===== src/rtl/paddle_buttons.sv =====
// Debounces two paddle buttons and emits a one-cycle press pulse plus a level bit per channel.
// Optional per-channel press holdoff is enabled by defining PADDLE_HOLDOFF_EN.
module paddle_buttons #(
    parameter int unsigned HOLDOFF_CYCLES = 64
) (
    input  logic        _i_clk,
    input  logic        _i_rst,
    input  logic [1:0]  _i_btn,
    input  logic [31:0] _i_debounce_len,
    output logic [3:0]  __output
);

    if (HOLDOFF_CYCLES < 1) begin : g_bad_holdoff
        $error("HOLDOFF_CYCLES must be at least 1");
    end

    logic [1:0]  sync1_q, sync2_q;
    logic [1:0]  stable_q, stable_d;
    logic [1:0]  pulse_q, pulse_d;
    logic [1:0]  rise;
    logic [31:0] cnt_q [2];
    logic [31:0] cnt_d [2];
    logic [31:0] len_eff;

    // A window of 0 would never let cnt+1 fall below it, so treat it as 1.
    assign len_eff = (_i_debounce_len == 32'd0) ? 32'd1 : _i_debounce_len;

    always_comb begin
        for (int c = 0; c < 2; c++) begin
            stable_d[c] = stable_q[c];
            cnt_d[c]    = '0;
            if (sync2_q[c] != stable_q[c]) begin
                if (({1'b0, cnt_q[c]} + 33'd1) >= {1'b0, len_eff}) begin
                    stable_d[c] = sync2_q[c];
                end else begin
                    cnt_d[c] = cnt_q[c] + 32'd1;
                end
            end
            rise[c] = stable_d[c] & ~stable_q[c];
        end
    end

`ifdef PADDLE_HOLDOFF_EN
    logic [31:0] holdoff_q [2];
    logic [31:0] holdoff_d [2];

    // A counter at 1 reaches 0 on this edge, so a press qualifying now still fires.
    always_comb begin
        for (int c = 0; c < 2; c++) begin
            pulse_d[c]   = rise[c] && (holdoff_q[c] <= 32'd1);
            holdoff_d[c] = (holdoff_q[c] != 32'd0) ? holdoff_q[c] - 32'd1 : 32'd0;
            if (pulse_d[c]) begin
                holdoff_d[c] = 32'(HOLDOFF_CYCLES);
            end
        end
    end

    always_ff @(posedge _i_clk or negedge _i_rst) begin
        if (!_i_rst) begin
            for (int c = 0; c < 2; c++) begin
                holdoff_q[c] <= '0;
            end
        end else begin
            for (int c = 0; c < 2; c++) begin
                holdoff_q[c] <= holdoff_d[c];
            end
        end
    end
`else
    always_comb begin
        pulse_d = rise;
    end
`endif

    always_ff @(posedge _i_clk or negedge _i_rst) begin
        if (!_i_rst) begin
            sync1_q  <= '0;
            sync2_q  <= '0;
            stable_q <= '0;
            pulse_q  <= '0;
            for (int c = 0; c < 2; c++) begin
                cnt_q[c] <= '0;
            end
        end else begin
            sync1_q  <= _i_btn;
            sync2_q  <= sync1_q;
            stable_q <= stable_d;
            pulse_q  <= pulse_d;
            for (int c = 0; c < 2; c++) begin
                cnt_q[c] <= cnt_d[c];
            end
        end
    end

    assign __output = {stable_q, pulse_q};

endmodule


===== config.mk =====
export PLATFORM = sky130hd
export DESIGN_NAME = paddle_buttons
export DESIGN_NICKNAME = d
export VERILOG_FILES = /design/src/rtl/paddle_buttons.sv
export SDC_FILE = /design/constraint.sdc
export NUM_CORES = 1
export LEC_CHECK = 0
export ABC_AREA = 1
export CAP_MARGIN = 20
export CORE_UTILIZATION = 45
export CTS_BUF_LIST = sky130_fd_sc_hd__clkbuf_4 sky130_fd_sc_hd__clkbuf_8
export CTS_CLUSTER_SIZE = 14
export DETAILED_ROUTE_END_ITERATION = 8
export PLACE_DENSITY_LB_ADDON = 0.15
export SLEW_MARGIN = 30
export SYNTH_ARGS = -nofsm -noshare
export SYNTH_HDL_FRONTEND = slang
export SYNTH_SLANG_ARGS = --single-unit

===== constraint.sdc =====
create_clock -name _i_clk -period 4.5 [get_ports _i_clk]
set_input_delay 1.125 -clock _i_clk [delete_from_list [all_inputs] [get_ports _i_clk]]
set_output_delay 1.125 -clock _i_clk [all_outputs]
set_load 0.01 [all_outputs]

Word-level counts from Yosys, hierarchy flattened --
Index checks and enable logic that the tools add are counted.
Operators by class: reduce and logical (&&, ||, !) cells 1, magnitude comparators 2, add/subtract/negate cells 4, equal/unequal tests 2, mux-type cells 9, bitwise gates (word level) 4
Operators with widths (count):
- $mux W32 | 5
- $add A32 B1 Y33 const B | 2
- $ge A33 B32 Y1 | 2
- $add A32 B1 Y32 const B | 2
- $logic_not A32 Y1 | 1
- $mux W1 | 4
- $and A1 B1 Y1 | 2
- $ne A1 B1 Y1 | 2
- $not A1 Y1 | 2
Storage, ports and cells: input bits 36, output and inout port bits 4, logic and storage cells 28, register bits after elaboration 72

Longest topological paths before layout --
depth after elaboration 6, mapped depth 23, mapped depth without buffers 23

Worst setup path before layout --
Ideal clock, no wire load.
path type input to register, start point input _i_debounce_len[30], end point register cnt_q[45] in the netlist's numbering, stages 15, buffers on the path 1, slack 1.622 ns, setup time 0.072 ns, arrival time 2.807 ns, path through inv_1 > nand4_1 > nor4_1 > a21o_1 > ha_1 > nand2_1 > nor2_1 > nand2_1 > nor2_1 > a21oi_1 > nand3_1 > nor2_2 > nand3_2 > buf_6 > nor2_1
RTL lines:
- from (decl) | line 9 | input logic [31:0] _i_debounce_len,
- to (signal, indexed assignment) | line 90 | cnt_q[c] <= cnt_d[c];
- to (decl) | line 21 | logic [31:0] cnt_q [2];

==> summary.txt <==
Status
  – Status: finished, final reports clean

Floorplan
  – Initial Util: a little under half
  – Core area: 0.01267 sq mm
  – Die area: 0.01350 sq mm
  – Rows: 41
  – Die height: 116.2 microns
  – Die width: 116.2 microns
  – Top Ports: 40

Yosys
  – Yosys warns: 0
  – Library cells used by synthesis: 32
  – EDFF count, synth: 0
  – Post-Syn Nets: 940
  – Most used DFF post-synth: dfrtp_1
  – Synthesized area: 0.005868 sq mm
  – Cells after Synth: 838
  – Mean Syn Cell Area: 7.003 sq um
  – FF+latch count, synth: 72
  – Ys async rst share: 100.0%
  – Sequential area share after synthesis: 30.70%

Worst setup path
  – Max FO, Critical Path: 21
  – Endpoint of the worst register-to-register path: cnt_q[21]$_DFF_PN0_
  – Slowest Stage Delay on Critical Path: about 0.66 ns
  – Arrival time worst endpoint: 4.03 ns
  – Class of the most critical setup path: primary input to flip-flop
  – Critical path launch point type: primary input
  – CP dominant cell by count: nor2_1
  – Worst r2r src: cnt_q[0]$_DFF_PN0_
  – Worst R2R Path Depth: 18
  – Crit-path slowest cell: nor4_1
  – CP endpoint kind: flip-flop
  – Buf+Inv Stages, Crit Path: 3
  – Worst-path cell chain: clkdlybuf4s50_1, inv_1, nand4_1, nor4_1, a21o_1, ha_1, nand2_1, nor2_1, nand2_1, nor2_1, a21oi_1, nand3_1, nor2_2, nand3_2, buf_4, nor2_1
  – CP required: 4.80 ns
  – Delay-heaviest family, CP: simple AND/OR/NAND/NOR gates
  – Worst reg-to-reg setup slack: 0.84 ns

Routing
  – Vias per cell: 4.873
  – Final WL: 14670 microns
  – Routed Antenna Nets: 0
  – First drt pass iteration count: 5
  – Drt wl/cell: 13.80 microns
  – 1st-iter DRT viols: around 320
  – Vias after detailed routing: 5180
  – Drt drc: 0

STA
  – Final setup vio count: 0
  – Worst-margin pin slew: ~0.72 ns
  – Final Slew Violations: 0
  – Clk_skew: 0.009660 ns
  – RSZ-0062 raised after global routing: no
  – Maximum clock frequency: ~270 MHz
  – Ratio of final minimum period to clock period: between 80% and 90%
  – Min Tclk post-route: 3.738 ns
  – Slew headroom: 51.43%
  – Setup TNS: 0 ns
  – Hold Fails Final Rpt: 0

Clock network
  – Num CTS Buffers: 9
  – CTS root buf: clkbuf_8
  – Clock Latency Late Sink: 0.37 ns
  – Post-CTS Setup Repair Bufs: 0
  – Post-CTS Resized: 0
  – CTS clock-pin slew for the worst setup and hold paths: about 0.07 ns
  – CTS tree: yes
  – Max clock buf depth: 2
  – Hold-fix buffers, CTS: 0
  – H-tree Lvls: 3
  – CTS Sinks: 72

GRT
  – Initial antenna violation count: 0
  – Wire length of the first global-routing pass: between 20000 and 25000 microns
  – Largest net degree at the start of global routing: 73
  – Total gr overflow: 0
  – Total Routing Usage GR: 24.38%
  – Vias in the first global route: ~5000

Placement
  – Post-DP HPWL: 11830 microns
  – Routability Congestion: 0.9068
  – IO Port Bufs: 39

Finish
  – ANT cells: 0
  – Layout filler cell count: 1308
  – Commonest non-fill, non-tap cell in the layout: nand2_1
  – Final nets: 989
  – Layout Area Growth over Synthesis: 13.03%
  – Layout cells sized above 1: roughly 5.3%
  – Most frequent cells in the layout: 184 x nand2_1, 162 x inv_1, 138 x nor2_1

Pwr
  – Cell area power density: 193.1 mW/mm^2
  – VDD IR max: 117.1 uV
  – Leakage: 0.003642 uW
  – Tot Pwr: around 1300 uW

Worst hold path
  – Hold worst-path end: sync2_q[1]$_DFF_PN0_
  – Hold Crit Depth: 0
  – Hold path startpoint: sync1_q[1]$_DFF_PN0_
  – Worst hold path type: flip-flop to flip-flop

Job
  – Number of max-cap violations: 0
state kept, by name (all words and copies together) (netlist names):
name and count:
sync2_q 2, stable_q 2, pulse_q 2, cnt_q 64, sync1_q 2
per-layer routing:
| metal | GRT usage, % | share of wire [%] | vias to the layer above |
|---|---|---|---|
| met5 | 0 | 0 | - |
| met4 | 8.291 | 1.6 | 0 |
| met3 | 2.647 | 4.4 | 16 |
| met2 | 36.15 | 41 | 117 |
| met1 | 36.58 | 53 | 2334 |
| li1 | - | - | 2713 |
synth_stat cells (2+ instances only):
master,instances,share of area [%]
a21o_1,9,1.2
a21oi_1,24,2.0
and3_1,2,0.21
buf_4,3,0.38
buf_6,3,0.58
dfrtp_1,72,31
ha_1,66,14
inv_1,162,10
nand2_1,184,12
nand2_2,3,0.32
nand3_1,42,3.6
nand3_2,3,0.51
nand4_1,27,2.9
nor2_1,138,8.8
nor2_2,10,1.1
nor3_1,19,1.6
nor3_2,5,0.85
nor4_1,7,0.75
o21ai_0,5,0.43
xnor2_1,6,0.90
xor2_1,37,5.5
kinds of logic after synthesis:
logic type / share of synthesized area [%]
and+or+nand+nor: 33.31
buffers and inverters: 11.39
DFF: 30.70
adders and majority gates: 14.07
xor gates and xnor gates: 6.418
AOI/OAI and AO/OA: 4.115
worst max-delay path by stage:
stage,from,endpoint,cells after the start
2_1_floorplan,_i_debounce_len[30],cnt_q[45]$_DFF_PN0_,15
3_3_place_gp,_i_debounce_len[30],cnt_q[55]$_DFF_PN0_,16
3_5_place_dp,_i_debounce_len[31],cnt_q[54]$_DFF_PN0_,16
4_1_cts,cnt_q[0]$_DFF_PN0_,cnt_q[2]$_DFF_PN0_,18
5_1_grt,cnt_q[0]$_DFF_PN0_,cnt_q[21]$_DFF_PN0_,21
6_report,_i_debounce_len[31],cnt_q[63]$_DFF_PN0_,16
report_power, final:
group          internal (uW)  switching, uW  leakage (uW)
Sequential               653           6.79      0.000992
Clock                    232            251     0.0000917
Combinational           58.0           80.9       0.00256
Total                    942            339       0.00364
layout make-up:
| class | instances | area, sq um | area share [%] |
|---|---|---|---|
| Multi-Input combinational cell | 597 | 3398 | 51.24 |
| Clock buffer | 12 | 158.9 | 2.396 |
| Sequential cell | 72 | 1802 | 27.16 |
| Inverter | 163 | 611.8 | 9.225 |
| Clock inverter | 3 | 17.52 | 0.2641 |
| Tap cell | 172 | 215.2 | 3.245 |
| Timing Repair Buffer | 44 | 429.2 | 6.470 |
metrics by stage:
stage	util (%)	setup slack [ns]	area, sq um	cells	hold slack, ns
after floorplan	-	1.622	5868	838	0.3312
after global placement	50.92	0.4267	6452	1048	0.3325
after detailed placement	50.92	0.4933	6452	1048	0.3347
after CTS	52.32	0.8632	6629	1063	0.3518
after global routing	52.35	0.5086	6633	1063	0.3740
final	52.35	0.7618	6633	1063	0.3510
(Power assumes the default switching activity.)
